**src/rtl/pci_arb_pkg.sv**
```systemverilog
// Shared types and constants for the 3-master PCI round-robin arbiter.
package pci_arb_pkg;

   localparam int N_MASTERS     = 3;
   localparam int FRAME_TIMEOUT = 16;
   localparam int DATA_TIMEOUT  = 8;
   localparam int CNT_W         = 5;

   localparam logic [2:0]       GNT_NONE = 3'b111;
   localparam logic [CNT_W-1:0] FRAME_TC = CNT_W'(FRAME_TIMEOUT);
   localparam logic [CNT_W-1:0] DATA_TC  = CNT_W'(DATA_TIMEOUT);

   typedef enum logic [1:0] {
      IDLE,
      GRANT,
      BUSY
   } arb_state_t;

   // Active-low one-hot GNT# for a master index.
   function automatic logic [2:0] gnt_of(input logic [1:0] idx);
      return ~(3'b001 << idx);
   endfunction

   function automatic logic [1:0] next_idx(input logic [1:0] idx);
      return (idx == 2'd2) ? 2'd0 : idx + 2'd1;
   endfunction

endpackage

```
**src/rtl/rr_priority_select.sv**
```systemverilog
// Combinational rotating-priority pick: first active requester starting at ptr.
module rr_priority_select
   import pci_arb_pkg::*;
(
   input  logic [1:0] ptr,
   input  logic [2:0] req,
   output logic       valid,
   output logic [1:0] idx
);

   logic [1:0] cand_0;
   logic [1:0] cand_1;
   logic [1:0] cand_2;

   always_comb begin
      cand_0 = ptr;
      cand_1 = next_idx(cand_0);
      cand_2 = next_idx(cand_1);
      valid  = |req;
      idx    = cand_0;
      if (req[cand_0])
         idx = cand_0;
      else if (req[cand_1])
         idx = cand_1;
      else if (req[cand_2])
         idx = cand_2;
   end

endmodule

```
**src/rtl/pci_rr_arbiter.sv**
```systemverilog
// 3-master PCI arbiter with rotating priority and FRAME#/data-phase timeouts.
// Optional bus parking on the last-granted master with ARB_BUS_PARK_EN.
//
// state | meaning
// IDLE  | no grant held (or parked); arbitrate pending REQ#
// GRANT | grant issued, waiting for FRAME# (FRAME_TIMEOUT limit)
// BUSY  | transaction in progress (DATA_TIMEOUT limit)
module pci_rr_arbiter
   import pci_arb_pkg::*;
(
   input  logic       clk,
   input  logic       _reset,
   input  logic [2:0] _req,
   input  logic       _frame,
   input  logic       _IRDY,
   output logic [2:0] final_gnt
);

   arb_state_t       state;
   logic [1:0]       ptr;
   logic [CNT_W-1:0] counter;
   logic [CNT_W-1:0] cnt_inc;
   logic             sel_valid;
   logic [1:0]       sel_idx;
`ifdef ARB_BUS_PARK_EN
   logic [1:0]       park_idx;
`endif

   rr_priority_select u_sel (
      .ptr   (ptr),
      .req   (~_req),
      .valid (sel_valid),
      .idx   (sel_idx)
   );

   assign cnt_inc = (counter == '1) ? counter : counter + CNT_W'(1);

   always_ff @(posedge clk or negedge _reset) begin
      if (!_reset) begin
         state     <= IDLE;
         ptr       <= 2'd0;
         counter   <= '0;
         final_gnt <= GNT_NONE;
`ifdef ARB_BUS_PARK_EN
         park_idx  <= 2'd0;
`endif
      end else begin
         case (state)
            IDLE: begin
               counter <= '0;
               if (sel_valid) begin
                  final_gnt <= gnt_of(sel_idx);
                  ptr       <= next_idx(sel_idx);
                  state     <= GRANT;
`ifdef ARB_BUS_PARK_EN
                  park_idx  <= sel_idx;
`endif
               end else begin
`ifdef ARB_BUS_PARK_EN
                  final_gnt <= gnt_of(park_idx);
`else
                  final_gnt <= GNT_NONE;
`endif
               end
            end
            GRANT: begin
               if (!_frame) begin
                  state   <= BUSY;
                  counter <= '0;
               end else begin
                  counter <= cnt_inc;
                  if (cnt_inc == FRAME_TC) begin
                     state     <= IDLE;
                     final_gnt <= GNT_NONE;
                  end
               end
            end
            BUSY: begin
               if (_frame && _IRDY) begin
                  state     <= IDLE;
                  final_gnt <= GNT_NONE;
               end else begin
                  counter <= cnt_inc;
                  if (cnt_inc == DATA_TC) begin
                     state     <= IDLE;
                     final_gnt <= GNT_NONE;
                  end
               end
            end
            default: begin
               state     <= IDLE;
               final_gnt <= GNT_NONE;
            end
         endcase
      end
   end

endmodule

```
**config.mk**
```make
export PLATFORM = sky130hd
export DESIGN_NAME = pci_rr_arbiter
export DESIGN_NICKNAME = d
export VERILOG_FILES = /design/src/rtl/pci_arb_pkg.sv /design/src/rtl/rr_priority_select.sv /design/src/rtl/pci_rr_arbiter.sv
export SDC_FILE = /design/constraint.sdc
export NUM_CORES = 1
export LEC_CHECK = 0
export CORE_MARGIN = 5
export CORE_UTILIZATION = 50
export CTS_CLUSTER_DIAMETER = 60
export CTS_CLUSTER_SIZE = 16
export DETAILED_ROUTE_END_ITERATION = 16
export PLACE_DENSITY = 0.72
export SLEW_MARGIN = 20
export SYNTH_ARGS = -nofsm -noshare
export SYNTH_HDL_FRONTEND = slang
export SYNTH_SLANG_ARGS = --single-unit
```
**constraint.sdc**
```tcl
create_clock -name clk -period 2.35 [get_ports clk]
set_clock_uncertainty 0.15 [all_clocks]
set_input_delay 0.3525 -clock clk [delete_from_list [all_inputs] [get_ports clk]]
set_output_delay 0.3525 -clock clk [all_outputs]
set_load 0.05 [all_outputs]
```
==> metrics.cfg <==
[setup_path]
r2r-start=counter[0]$_DFFE_PN0P_
worst-path-max-fanout=6
reg2reg_depth=7
required_ps=2370
cp_slowest_cell=dfrtp_1
crit_chain=ha_1 -> and2_4 -> a21oi_1 -> o32ai_4 -> a21boi_0 -> nor3_1 -> o32a_1
r2r_end=state[0]$_DFFE_PN0P_
cp-start-kind=flop
max_stage_delay_ps=380
crit_family=compound AO/OA/AOI/OAI gates
end_kind=flop
crit_start=counter[0]$_DFFE_PN0P_
critPathBufInv=0
reg2reg_setup_slack_ps=230
crit_type=reg -> reg
critical_path_arrival_ps=2140

[drt]
drtPass1Iterations=4
drt_iter0_drc=17
wire_per_inst_um=15.1
finalWirelength_mm=1.84
vias=722
ant_nets=0
remaining_drc_errors=0
via_per_inst=5.92

[clock_tree]
clkTransAtPathRegs_ps=90
cts_max_level=1
cts_tree=built
clk_path_buf_depth=2
clk_latency_ps=280
postCtsHoldBufs=0
numCtsBuffers=3
cts_setup_buffers=0
post_cts_resize_count=0
root_buffer=clkbuf_4
cts_sinks=12

[placement]
gp_congestion=0.768
preCtsSetupSlack_ps=242
port_buffers=9
dp_hpwl_mm=1.46
dp.cells=118

[sta]
rsz0062_at_grt=false
timing.final.crit_period_ps=2120
drv_slew=0
finalSetupViolations=0
finalCritPeriodShare_pct=90.4
hold_ws_ps=268
fin_ws_ps=227
tightestPinTransition_ps=538
max_freq_mhz=471
maxSlewHeadroom_pct=64.0
hold_viol=0
fin_setup_tns_ps=0

[flow_run]
drv_cap=0

[global_routing]
grtUsageTotal_pct=16.4
grt_pass1_wl_mm=3.28
grt_max_degree=13
grt_overflow=0
grt_pass1_vias=710
antenna_found_initial=0

[synthesis]
async_reset_ff_share_pct=100
synthFlopType=dfrtp_1
synth_area_um2=862
avgSynthCellArea_um2=9.69
yosys_warnings=0
synth.distinct_cells=39
synth_edf_count=0
synth.top_cells.by_count=9 x dfrtp_1, 9 x nand2_1, 8 x o21ai_0, 6 x inv_1
synth-seq-area-share_pct=35.3
synth_top_area_cell=dfrtp_1
synth_top_area_share_pct=26.1
syn_nets=101
ys_ff_latch=12
synth_cells=89
synth.area.top_cells=dfrtp_1 26%, dfstp_2 9.1%, ha_1 7.3%

[power_and_ir_drop]
ir_drop_mv=0.533
p_leak_nw=0.448
p_total_mw=1.05
pwr_density_cell_nw_per_um2=1020

[layout]
multiInputGateArea_um2=527
drive_above_1_share_pct=20.0
final_cells=122
final_nets=118
fill_cells=144
regArea_um2=304
areaGrowthSynthToFinish_pct=20.0
antennaDiodeCount=0

[floorplan]
die_area_um2=2650
die_h_um=51.5
core_um2=1690
rows=15
ios=10
die_w_um=51.5
floorplan.initialDensity_pct=51.0

[min_path]
worst_hold_path_type=in -> async

[run_status]
status=completed

power by group:
| part | total [mW] | switching [mW] | internal (mW) |
|---|---|---|---|
| combinational | 0.549 | 0.310 | 0.240 |
| clock | 0.167 | 0.0733 | 0.0941 |
| sequential | 0.338 | 0.0534 | 0.284 |
| total | 1.05 | 0.436 | 0.618 |
metal layers:
metal	up-vias	global-route usage, %	wire length, um
li1	363	-	-
met1	336	22.0	857
met2	19	26.3	887
met3	4	5.16	75
met4	0	2.62	23
met5	-	0	0
layout make-up:
class	count	share of cell area [%]
clock buffers	4	3.51
inverters	7	2.54
flip-flops and latches	12	29.4
well taps	17	2.06
multi-input cells	69	50.9
repair buffers	13	11.6
layout by cell type, fill, tap and decap left out, types with 2 or more instances in the layout:
cell type and instances:
and3_1 2, nor2_1 4, ha_1 5, nand3_1 3, a31oi_1 2, dfstp_2 3, a21boi_0 2, or3_1 3
clkdlybuf4s50_1 9, clkbuf_4 3, and2_1 2, inv_1 6, mux2_4 2, dfrtp_1 9, o21ai_0 8, a21oi_1 5
nand2_1 9, buf_4 4
cells by family (layout without fill, tap and decap cells):
group / after synthesis / count (layout) / synth area share, %
buf+inv: 8 / 24 / 3.63
flops: 12 / 12 / 35.3
fa+ha+maj: 5 / 5 / 7.26
mux: 4 / 4 / 5.95
simple gates: 31 / 31 / 20.5
compound gates: 29 / 29 / 27.4
state kept, by name, indices dropped and copies added, names as in the netlist:
name       cells
state          2
ptr            2
counter        5
final_gnt      3
metrics by stage:
step | util (%) | instance area (um^2)
3_3_place_gp | 59.1 | 998
6_report | 61.3 | 1030
5_1_grt | 61.3 | 1030
2_1_floorplan | - | 862
4_1_cts | 61.3 | 1030
3_5_place_dp | 59.1 | 998
how the worst max path moves through the flow:
| stage | endpoint | slack [ps] | cells past startpoint |
|---|---|---|---|
| 6_report | state[0]$_DFFE_PN0P_ | 230 | 7 |
| 5_1_grt | state[0]$_DFFE_PN0P_ | 90 | 7 |
| 4_1_cts | final_gnt[0] | 220 | 1 |
| 3_5_place_dp | final_gnt[0]$_DFFE_PN1P_ | 240 | 7 |
| 3_3_place_gp | final_gnt[2]$_DFFE_PN1P_ | 290 | 7 |
| 2_1_floorplan | final_gnt[0]$_DFFE_PN1P_ | 200 | 7 |
No activity file was read; power rests on OpenSTA's default activity.
==> patch 1, RTL diff (same flow settings) <==
Add a define of `ARB_BUS_PARK_EN`.
--- a/src/rtl/pci_rr_arbiter.sv
+++ b/src/rtl/pci_rr_arbiter.sv
@@ -5,6 +5,8 @@
 // IDLE  | no grant held (or parked); arbitrate pending REQ#
 // GRANT | grant issued, waiting for FRAME# (FRAME_TIMEOUT limit)
 // BUSY  | transaction in progress (DATA_TIMEOUT limit)
+`define ARB_BUS_PARK_EN
+
 module pci_rr_arbiter
    import pci_arb_pkg::*;
 (
Check against the original RTL: not equivalent (Yosys sat finds a counterexample within 4 cycles, from zero or initial values and one cycle with _reset low).
==> patch 1 against the unedited design <==
First-iteration DRC count grew 24%. Power grew 8.1%. Routed wire length grew 12%. Sequential cell count grew 2. Synthesized area grew 15%. Via count grew 14%. Worst setup slack lost 0.060 ns. Design area grew 11%. Critical endpoint is now final_gnt[2].
==> patch 1: results (changes against the unedited design) <==
Global routing:
- The met2 demand-to-capacity share in global routing is 25.5% (-0.77 points).
- The global-route met3 utilization is 3.54% (-1.6 points).
- The met1 layer usage reported by global route was 22.4% (+0.37 points).
- The total track usage is 16.8% (+0.44 points).

Critical path:
- The endpoint arrival time on the critical path came to 2.25 ns (+0.11 ns).
- The maximum fanout count along the critical path is 5 (-1).
- In this run the critical register-to-register path is launched from counter[1].

Placement:
- The instance area after placement is 1120 µm² (+13%).
- The placer's final routability congestion estimate was 0.828 (+7.8%).
- The number of cells in the design after placement is 141 (+19%).
- The sum of net half-perimeters after detailed placement is 1530 µm (+4.5%).

Pwr:
- The power per cell area came to 988 nW/µm² (-3.0%).
- The leakage dissipation is 0.486 nW (+8.5%).
- The internal power summed over all cells was 0.000651 W (+5.4%).
- The power share of the combinational group is 53.3% (+1.2 points).
- The sequential share of power is 33.8% (+1.8 points).

Run status:
- The run finished with clean final reports.

Drt:
- The iteration-0 DRC count of the detailed router is 21 (+4).
- The overall routed net length came to 2070 µm (+12%).
- The total routed wire length on the met1 layer is 1050 µm (+23%).
- The detailed-route vias per instance is 5.69 (-3.9%).
- The wire length on met2 came to 940 µm (+6.0%).

Timing:
- The final hold slack came to 0.307 ns (+0.0387 ns).
- The slew at the pin closest to its max-slew limit is 0.648 ns (+0.111 ns).
- The final period demand of the worst path came to 2.18 ns (+0.0596 ns).

Final layout:
- The number of nets in the final layout was 131 (+11%).
- The number of fill cells is 189 (+31%).
- The number of standard cells in the layout, taps in and fillers out is 145 (+19%).

Synth:
- The fraction of synthesized area in multiplexers is 6.70% (+0.75 points).
- The mean cell area of the mapped netlist is 9.52 µm² (-1.8%).
- The synthesized-area fraction occupied by adder cells came to 6.32% (-0.94 points).
- The count of cell types in the netlist is 36 (-7.7%).
- The post-synthesis sequential area ratio is 35.8% (+0.51 points).
- Yosys attributes the largest share of cell area to sky130_fd_sc_hd__dfrtp_1 (28%), sky130_fd_sc_hd__dfstp_2 (8.0%), sky130_fd_sc_hd__ha_1 (6.3%), sky130_fd_sc_hd__nand2_1 (6.1%), sky130_fd_sc_hd__mux2_4 (4.6%).
- The post-synthesis net count is 116 (+15%).
==> patch 1: cell types whose count changed in the layout (fill, tap and decap cells not counted), moves of 3 or more <==
cell                      change
sky130_fd_sc_hd__o21ai_1      +6
sky130_fd_sc_hd__or3_1        -3
sky130_fd_sc_hd__nand3_1      +3
sky130_fd_sc_hd__nand2_1      +7
sky130_fd_sc_hd__nor3b_1      +4
==> patch 1: worst min path at each step <==
| stage | startpoint | endpoint |
|---|---|---|
| after floorplan | _reset | counter[0] |
| after global placement | ptr[0] | ptr[0] |
| after detailed placement | park_idx[0] | park_idx[0] |
| after CTS | _reset | state[1] |
| after global routing | _reset | state[1] |
| final | _reset | state[0] |
==> patch 1: cell type report <==
class / count / area [µm²] / area share (%)
inverter: 5 / 18.8 / 1.63
multi-input combinational: 84 / 616 / 53.4
tap: 27 / 33.8 / 2.93
sequential: 14 / 354 / 30.7
timing repair buffer: 11 / 105 / 9.11
clock buffer: 4 / 26.3 / 2.28
==> patch 2, RTL diff (config.mk and constraints unchanged) <==
Without the edit above. Make the reset (`_reset`) synchronous in one clocked block.
--- a/src/rtl/pci_rr_arbiter.sv
+++ b/src/rtl/pci_rr_arbiter.sv
@@ -35,7 +35,7 @@
 
    assign cnt_inc = (counter == '1) ? counter : counter + CNT_W'(1);
 
-   always_ff @(posedge clk or negedge _reset) begin
+   always_ff @(posedge clk) begin
       if (!_reset) begin
          state     <= IDLE;
          ptr       <= 2'd0;
Function: differs if _reset is asserted again (counterexample within 4 cycles, from zero or initial values and one cycle with _reset low); with _reset held inactive, the same outputs for 10 cycles.
==> patch 2 against the unedited design <==
Synthesized area is 4.2% higher. First-iteration DRC count is 76% lower. Power is 24% lower. Synthesized cell count is 17% higher. Routed wire length is 6.1% higher. Sequential cell count stayed put. Design area is 3.1% higher. Worst setup slack better by 0.045 ns. Critical endpoint is now final_gnt[1]. Largest cell class unchanged.
==> patch 2: results (changes against the unedited design) <==
Critical path:
- The endpoint arrival time on the critical path is 2.12 ns (-0.02 ns).
- The maximum fanout count along the critical path was 7 (+1).
- The worst register-to-register path ends at final_gnt[1].
- The minimum setup slack among reg-to-reg paths is 0.27 ns (+0.05 ns).
- The count of cells along the worst register-to-register path is 6 (-1).
- The startpoint identified for the worst register-to-register timing path is counter[0].

Synth:
- After synthesis, the cell types taking the most area are sky130_fd_sc_hd__dfxtp_1 (27%), sky130_fd_sc_hd__ha_1 (7.0%), sky130_fd_sc_hd__a21oi_1 (5.6%), sky130_fd_sc_hd__o21ai_0 (3.3%), sky130_fd_sc_hd__nor3b_1 (3.3%).
- The fraction of the mapped netlist area in compound gates is 28.8% (+1.4 points).
- The fraction of synthesized area in multiplexers is 3.48% (-2.5 points).
- The post-synthesis sequential area ratio is 26.7% (-8.5 points).
- The count of cell types in the netlist is 44 (+13%).
- The post-synthesis net count was 116 (+15%).
- The share of synthesized flip-flops with an asynchronous set or reset is 0% (-100 points).
- The commonest cells after synthesis are sky130_fd_sc_hd__dfxtp_1 (12), sky130_fd_sc_hd__a21oi_1 (10), sky130_fd_sc_hd__nand2_1 (6), sky130_fd_sc_hd__o21ai_0 (6).
- The most instantiated flip-flop cell in the synthesis netlist is sky130_fd_sc_hd__dfxtp_1.
- The synthesized-area fraction occupied by adder cells is 6.96% (-0.29 points).

Placement:
- The placer's final routability congestion estimate was 0.753 (-2.0%).
- The sum of net half-perimeters after detailed placement was 1450 µm (-0.88%).
- The instance area after placement was 1030 µm² (+3.3%).
- The number of buffer cells added on primary ports is 9 (unchanged).

Worst hold path:
- The worst hold path passes through 2 cells.
- In this run the most critical hold path is launched from state[1].
- The endpoint with the worst hold slack is state[1].
- The tightest min-delay check is of the flip-flop to flip-flop type.

Pwr:
- The peak supply drop is 0.479 mV (-10%).
- The leakage dissipation is 0.399 nW (-11%).

Global routing:
- The wire length of the first global-routing pass is 3350 µm (+2.3%).
- The initial antenna violation count is 0 (unchanged).
- The number of global-route vias before repair is 799 (+13%).
- The largest net degree at the start of global routing was 13 (unchanged).
- The total track usage was 16.3% (-0.051 points).

Final layout:
- The number of fill cells came to 151 (+4.9%).
- The number of nets in the final layout is 131 (+11%).
- The fraction of layout instances using a drive strength above 1 is 16.9% (-3.1 points).

Clocking:
- The cell at the root of the clock tree is sky130_fd_sc_hd__clkbuf_4.
- The count of H-tree levels built during CTS is 1 (unchanged).
- The post-CTS resize count is 0 (unchanged).
- The CTS clock-pin slew for the worst setup and hold paths is 0.07 ns (-0.02 ns).

Drt:
- The remaining antenna violation count after routing is 0 (unchanged).
- The iteration-0 DRC count of the detailed router is 4 (-13).
- The count of vias placed by the detailed router is 852 (+18%).
- The overall routed net length is 1960 µm (+6.1%).

Run status:
- The run finished with clean final reports.

Timing:
- The setup TNS after final layout is 0 ns (unchanged).
- The slew at the pin closest to its max-slew limit is 0.494 ns (-0.0438 ns).
patch 2: kinds of logic after synthesis:
group                    Yosys count
adder cells (fa/ha/maj)            5
AO/OA/AOI/OAI                     35
multiplexers                       3
AND/OR/NAND/NOR                   39
buffers and inverters             10
flip-flops                        12
patch 2: per-stage QoR:
step           std cells  hold slack (ns)  util, %  worst slack (ns)
2_1_floorplan        104            0.318        -             0.383
3_3_place_gp         139            0.336     59.7             0.267
3_5_place_dp         139            0.357     59.7             0.184
4_1_cts              143            0.367     61.8             0.266
5_1_grt              143            0.405     61.8             0.114
6_report             143            0.362     61.8             0.272
patch 2: where the power goes:
part	total, W	internal [W]	switching (W)
clock	0.000164	0.0000943	0.0000697
sequential	0.000262	0.000235	0.0000267
combinational	0.000373	0.000169	0.000205
patch 2: layout make-up:
cell class / instances / area (µm²) / area share [%]
multi-input combinational: 82 / 606 / 56.7
sequential: 12 / 240 / 22.5
timing repair buffer: 15 / 135 / 12.7
clock buffer: 4 / 36.3 / 3.40
tap: 25 / 31.3 / 2.93
inverter: 5 / 18.8 / 1.76
patch 2: worst max-delay path, cell delays in order, from the launching register on:
cell and delay [ns]:
sky130_fd_sc_hd__dfxtp_1 0.32, sky130_fd_sc_hd__ha_1 0.27, sky130_fd_sc_hd__or4b_1 0.51, sky130_fd_sc_hd__and2_4 0.19, sky130_fd_sc_hd__a32oi_4 0.27, sky130_fd_sc_hd__a21oi_1 0.11
sky130_fd_sc_hd__a41oi_1 0.19
patch 2: worst max path at each step:
| stage | from | endpoint | slack [ns] |
|---|---|---|---|
| 4_1_cts | counter[0] | final_gnt[1] | 0.27 |
| 6_report | counter[0] | final_gnt[1] | 0.27 |
| 2_1_floorplan | counter[1] | state[1] | 0.38 |
| 3_5_place_dp | _frame | state[0] | 0.18 |
| 5_1_grt | counter[0] | final_gnt[1] | 0.11 |
| 3_3_place_gp | _req[2] | final_gnt[0] | 0.27 |
patch 2: per-layer routing:
| layer | vias up | GRT usage (%) | routed length (µm) |
|---|---|---|---|
| li1 | 425 | - | - |
| met1 | 407 | 20.6 | 923 |
| met2 | 15 | 26.9 | 933 |
| met3 | 5 | 1.71 | 58 |
| met4 | 0 | 8.94 | 40 |
| met5 | - | 0 | 0 |
